[config.mk]
export PLATFORM = sky130hd
export DESIGN_NAME = minterm_sweeper
export DESIGN_NICKNAME = d
export VERILOG_FILES = /design/src/rtl/minterm_sweeper.sv
export SDC_FILE = /design/constraint.sdc
export NUM_CORES = 1
export LEC_CHECK = 0
export ABC_CLOCK_PERIOD_IN_PS = 5200
export CELL_PAD_IN_SITES_DETAIL_PLACEMENT = 0
export CELL_PAD_IN_SITES_GLOBAL_PLACEMENT = 1
export CORE_MARGIN = 2
export CORE_UTILIZATION = 39
export DETAILED_ROUTE_END_ITERATION = 16
export HOLD_SLACK_MARGIN = 0.08
export PLACE_DENSITY_LB_ADDON = 0.2
export SETUP_SLACK_MARGIN = 0.3
export SKIP_CTS_REPAIR_TIMING = 1
export SLEW_MARGIN = 20
export SYNTH_ARGS = -nofsm -noshare
export SYNTH_HDL_FRONTEND = slang
export SYNTH_SLANG_ARGS = --single-unit
[constraint.sdc]
create_clock -name clk -period 5.2 [get_ports clk]
set_input_delay 1.04 -clock clk [delete_from_list [all_inputs] [get_ports clk]]
set_output_delay 1.04 -clock clk [all_outputs]
set_load 0.02 [all_outputs]
[src/rtl/minterm_sweeper.sv]
// Sweeps a 4-input function block through codes 0..15, captures its output
// into a truth table and compares the table against a fixed expected value.
module minterm_sweeper #(
    parameter int          HOLD_CYCLES = 2,
    parameter logic [15:0] EXPECTED    = 16'hF888
) (
    input  logic        clk,
    input  logic        rst,
    input  logic        start,
    input  logic        f_in,
    output logic [3:0]  abcd_out,
    output logic        busy,
    output logic        done,
    output logic [15:0] truth_table,
    output logic        match,
    output logic [4:0]  mismatches
);

    // state | meaning
    // IDLE  | waiting for start after reset
    // SWEEP | presenting codes 0..15, sampling f at the end of each hold window
    // DONE  | table complete, result held until start or rst

    localparam int CNT_W = (HOLD_CYCLES > 1) ? $clog2(HOLD_CYCLES) : 1;
    localparam logic [CNT_W-1:0] HOLD_LAST = CNT_W'(HOLD_CYCLES - 1);

    typedef enum logic [1:0] {IDLE, SWEEP, DONE} state_t;

    state_t            state_q, state_n;
    logic [3:0]        abcd_q, abcd_n;
    logic [15:0]       table_q, table_n;
    logic [CNT_W-1:0]  hold_q, hold_n;

    always_ff @(posedge clk) begin
        if (rst) begin
            state_q <= IDLE;
            abcd_q  <= 4'd0;
            table_q <= 16'd0;
            hold_q  <= '0;
        end else begin
            state_q <= state_n;
            abcd_q  <= abcd_n;
            table_q <= table_n;
            hold_q  <= hold_n;
        end
    end

    always_comb begin
        state_n = state_q;
        abcd_n  = abcd_q;
        table_n = table_q;
        hold_n  = hold_q;
        case (state_q)
            IDLE, DONE: begin
                if (start) begin
                    state_n = SWEEP;
                    abcd_n  = 4'd0;
                    table_n = 16'd0;
                    hold_n  = '0;
                end
            end
            SWEEP: begin
                if (hold_q == HOLD_LAST) begin
                    table_n[abcd_q] = f_in;
                    hold_n          = '0;
                    // Code 15 is the last one; abcd stays at 15 in DONE.
                    if (abcd_q == 4'hF) begin
                        state_n = DONE;
                    end else begin
                        abcd_n = abcd_q + 4'd1;
                    end
                end else begin
                    hold_n = hold_q + CNT_W'(1);
                end
            end
            default: begin
                state_n = IDLE;
            end
        endcase
    end

    assign abcd_out    = abcd_q;
    assign truth_table = table_q;
    assign busy        = (state_q == SWEEP);
    assign done        = (state_q == DONE);
    assign match       = done && (table_q == EXPECTED);
    assign mismatches  = done ? 5'($countones(table_q ^ EXPECTED)) : 5'd0;

endmodule
# Yosys cells after proc, flatten, opt, wreduce, memory -nomap -nowiden
# Cells that the tools add are included.
[totals]
reg_bits = 23
inputBits = 4
out_inout_bits = 28
elab_cells = 59
[classes]
addsub = 17
n_lt_le_gt_ge = 2
eq_ne = 8
n_mux = 18
bitwise_logic = 1
n_reduce_logical = 9
[op_table]
columns = ["cell", "count"]
rows = [
  ["$mux W16", 2],
  ["$pmux W16 S2", 1],
  ["$add A1 B1 Y2", 8],
  ["$bwmux W16", 1],
  ["$eq A16 B16 Y1 const B", 1],
  ["$add A2 B2 Y3", 4],
  ["$mux W4", 3],
  ["$add A3 B3 Y4", 2],
  ["$pmux W4 S2", 1],
  ["$not A7 Y7", 1],
  ["$mux W2", 3],
  ["$reduce_and A3 Y1", 2],
  ["$add A4 B4 Y5", 1],
  ["$lt A4 B5 Y1 const B", 1],
  ["$mux W5", 1],
  ["$add A4 B1 Y4 const B", 1],
  ["$demux W1 S4", 1],
  ["$eq A4 B4 Y1 const B", 1],
  ["$ge A4 B1 Y1 const B", 1],
  ["$ne A2 B1 Y1 const B", 2],
  ["$ne A2 B2 Y1 const B", 2],
  ["$pmux W2 S2", 1],
  ["$reduce_and A4 Y1", 1],
  ["$mux W1", 3],
  ["other kinds (9)", 10],
]

# Logic depth before layout (Yosys ltp)
[depth]
word_depth = 7
ltp_mapped = 12
depth_no_buf = 12

# Worst setup path after synthesis
# Ideal clock, no wire load.
[synth_timing]
kind = "reg-to-output"
from = "register table_q[0] (netlist: truth_table[0])"
to = "output port mismatches[3]"
arrival_ps = 3733
required_time_ps = 4160
slack_ps = 427
stages_incl_launch_ff = 13
n_path_buf = 0
cell_sequence = "dfxtp_1 inv_1 fa_1 inv_1 fa_1 fa_1 inv_1 fa_1 inv_1 ha_1 a21o_1 a21oi_1 mux2i_1"
[synth_via]
elab_chain_cells = 5
[synth_rtl]
columns = ["item", "line", "source"]
rows = [
  ["from (decl)", "31", "logic [15:0] table_q, table_n;"],
  ["from (signal assigned)", "43", "table_q <= table_n;"],
  ["$add A1 B1 Y2 (not written as such)", "87", "assign mismatches = done ? 5'($countones(table_q ^ EXPECTED)) : 5'd0;"],
  ["$add A2 B2 Y3 (not written as such)", "87", ""],
  ["$add A3 B3 Y4 (not written as such)", "87", ""],
  ["$add A4 B4 Y5 (not written as such)", "87", ""],
  ["$mux W5", "87", ""],
  ["to (decl)", "16", "output logic [4:0] mismatches"],
]
# No other way between the ends.

# Final worst setup path
[layout_timing]
from = "register table_q[0] (netlist: truth_table[0])"
to = "output port mismatches[1]"
# The elaborated chain is that of the path after synthesis.

==> results.ini <==
[critical_path]
critical_path_class = reg2out
crit_arrival_ns = 3.73
critical_path.reg2reg.startpoint = state_q[0]
critical_path.max_stage_delay_ns = 0.52
cp-end-kind = output pin
worst-endpoint-required_ns = 4.16
worstReg2RegEnd = abcd_out[2]
ff2ff_path_depth = 3
worst-r2r-setup-slack_ns = 3.48
crit_path_top_delay_cell = sky130_fd_sc_hd__fa_1
cp_cell_sequence = inv_2 -> fa_1 -> inv_1 -> fa_2 -> inv_1 -> fa_2 -> fa_1 -> inv_1 -> ha_4 -> fa_2 -> and2_1 -> buf_2
cp_max_fo = 3
worstSetupStartpointType = register

[cts]
ctsRootBufferMaster = sky130_fd_sc_hd__clkbuf_8
clock_tree.htree_level_count = 1
cts_tree = yes
numCtsBuffers = 3
clock_insertion_delay_worst_skew_ns = 0.27
worst_setup_hold_path_clk_slew_ns = 0.09
clockBufferDepth = 2
clock_sinks = 23

[worst_hold_path]
hold_class = reg2reg
worstHoldPathCells = 2
hold-path-endpoint = truth_table[4]
hold_path.startpoint = truth_table[4]

[timing]
period_minus_slack_ns = 4.77
setup_skew_after_layout_ns = 0.00798
worst-slew-pin-transition_ns = 0.871
holdWs_ns = 0.498
finalSetupViolCount = 0
report.final.hold_viol_count = 0
post-route-worst-setup-slack_ns = 0.426
fmax_mhz = 209
rsz0062_at_grt = yes
timing.final.max_slew_violations = 0
post-route-period-util_pct = 91.8
relSlewSlack_pct = 41.8
final.setup.tns_ns = 0

[detailed_routing]
number_of_detailed_routing_iterations_run_before_antenna_repair = 4
wl_per_cell_um = 16.7
drc_errors = 0
antenna_violating_nets_left = 0
drt_iter0_markers = 79
post_drt_via_cell_ratio = 5.82
routed_wl_um = 4610
vias = 1612

[pwr]
seqPwrFrac_pct = 55.0
total_power_mw = 0.328
cell_internal_pwr_mw = 0.242
worst_ir_drop_vdd_v = 0.0000768
pd_cells_mw_per_mm2 = 158
net-switching-power_mw = 0.0863
clockPowerShare_pct = 35.5
sw_share_pct = 26.3
cellLeakagePower_nw = 0.737
combinationalPowerShare_pct = 9.5

[yosys]
synthesized_netlist_cell_count = 205
ys_seq_elements = 23
postSynth.topFlopCell = sky130_fd_sc_hd__dfxtp_1
synth_sequential_area_ratio_pct = 27.0
yosysWarningCount = 0
synth.avg_cell_area_um2 = 8.32
synth.cell_area_mm2 = 0.00171
synth_enable_flop_cells = 0
mappedNetlistNets = 229
synthArstFlopShare_pct = 0
yosysUniqueCellTypes = 40

[cells_and_area]
design_area_mm2 = 0.00207
final_core_utilization_pct = 48.3
multi_input_comb_area_mm2 = 0.00109
finalNonFillerCells = 277
register_area_um2 = 465
antenna_cells = 0
fillerInstances = 422
syn2layout_area_growth_pct = 21.6
design.final.nets = 250
layout-drive-gt1-share_pct = 8.89

[placement]
placement.setup.worst_slack_ns = 0.140
place.detailed.instances = 273
detailed_place.area_mm2 = 0.00200
dp.final_hpwl_um = 3370
placement.io_buffers = 31
gp_congestion = 0.827

[job]
max_cap_viol_count = 0

[grt]
globalRoute.totalOverflow = 0
grt.total_usage_pct = 19.8
global_route_wire_length_before_repair_um = 7730
grt_pass1_vias = 1513
grt_antenna_before_repair = 0
grt_start_max_net_pins = 23

[floorplan]
fp.coreArea_mm2 = 0.00429
die_x_um = 70.1
io_pins = 32
die_y_um = 70.1
std_cell_rows = 24
initial_utilization_pct = 39.7
die_area_mm2 = 0.00492

[outcome]
run_status = completed

==> cell families after synthesis <==
| logic type | synth area share [%] |
|---|---|
| compound gates | 16.6 |
| buf+inv | 10.6 |
| simple gates | 25.1 |
| flops | 27.0 |
| xor+xnor | 1.03 |
| fa+ha+maj | 19.1 |
| mux | 0.587 |
==> power groups by stage <==
stage | clock, mW | combinational, mW | sequential, mW
after CTS | 0.118 | 0.0308 | 0.180
after detailed placement | 0 | 0.0307 | 0.185
final | 0.117 | 0.0312 | 0.181
after floorplan | 0 | 0.0235 | 0.184
after global routing | 0.127 | 0.0344 | 0.181
after global placement | 0 | 0.0307 | 0.184
==> cells in the final DEF, fill, tap and decap left out, types with 2 or more instances in the layout <==
cell | Yosys | routed
sky130_fd_sc_hd__nand3_1 | 41 | 41
sky130_fd_sc_hd__clkdlybuf4s50_1 | 0 | 26
sky130_fd_sc_hd__inv_1 | 23 | 21
sky130_fd_sc_hd__dfxtp_1 | 23 | 19
sky130_fd_sc_hd__a31oi_1 | 15 | 15
sky130_fd_sc_hd__ha_1 | 10 | 9
sky130_fd_sc_hd__a211o_1 | 8 | 8
sky130_fd_sc_hd__nand4_1 | 7 | 7
sky130_fd_sc_hd__fa_1 | 10 | 7
sky130_fd_sc_hd__nand2b_1 | 5 | 5
sky130_fd_sc_hd__nor2_1 | 5 | 5
sky130_fd_sc_hd__a21oi_1 | 6 | 5
sky130_fd_sc_hd__nand3b_1 | 4 | 4
sky130_fd_sc_hd__buf_4 | 2 | 4
sky130_fd_sc_hd__dfxtp_2 | 0 | 4
sky130_fd_sc_hd__inv_2 | 1 | 3
sky130_fd_sc_hd__nand2_1 | 3 | 3
sky130_fd_sc_hd__and2_1 | 3 | 3
sky130_fd_sc_hd__nor2b_1 | 3 | 3
sky130_fd_sc_hd__fa_2 | 0 | 3
sky130_fd_sc_hd__clkbuf_8 | 0 | 3
sky130_fd_sc_hd__o2111ai_1 | 2 | 2
sky130_fd_sc_hd__o211ai_1 | 2 | 2
sky130_fd_sc_hd__dlymetal6s2s_1 | 0 | 2
==> worst max-delay path: cells and delay by family, from the launching register on <==
kind,cells,cell delay (ns)
buf+inv,5,0.36
fa+ha+maj,6,2.63
flops,1,0.35
simple gates,1,0.11
==> cells in the mapped netlist, drive strengths merged (2+ instances only) <==
library cell,number,area (µm²)
buf,10,61.3
o21ai,2,10.0
fa,10,200
nand2,3,11.3
nor2b,3,18.8
nor2,5,18.8
clkbuf,7,30.0
nand3,41,205
inv,24,90.1
nand4,7,43.8
ha,10,125
a21oi,6,30.0
nand3b,4,30.0
a211o,8,70.1
o2111ai,2,17.5
dfxtp,23,460
a31oi,15,93.8
nand2b,5,31.3
and2,3,18.8
o211ai,2,15.0
==> layer usage <==
layer	up-vias	global-route usage [%]	share of wire (%)
met5	-	0	0
met4	0	6.41	1.7
met3	7	2.74	4.7
met2	46	32.9	49
met1	790	26.7	44
li1	769	-	-
==> final cells by class <==
| class | count | area share (%) |
|---|---|---|
| multi-input combinational | 141 | 52.4 |
| sequential | 23 | 22.5 |
| timing repair buffer | 33 | 15.4 |
| inverter | 24 | 4.35 |
| tap | 52 | 3.14 |
| clock buffer | 4 | 2.17 |
==> sequential cells by signal, summed over array words and instances, names as in the netlist <==
register	count
hold_q	1
truth_table	16
state_q	2
abcd_out	4
==> how the worst max path moves through the flow <==
stage / startpoint / to
4_1_cts: truth_table[0] / mismatches[3]
3_5_place_dp: truth_table[0] / mismatches[3]
5_1_grt: truth_table[0] / mismatches[3]
3_3_place_gp: truth_table[0] / mismatches[3]
2_1_floorplan: truth_table[0] / mismatches[3]
6_report: truth_table[0] / mismatches[1]
Note: power is estimated with default switching activity, not from simulation.
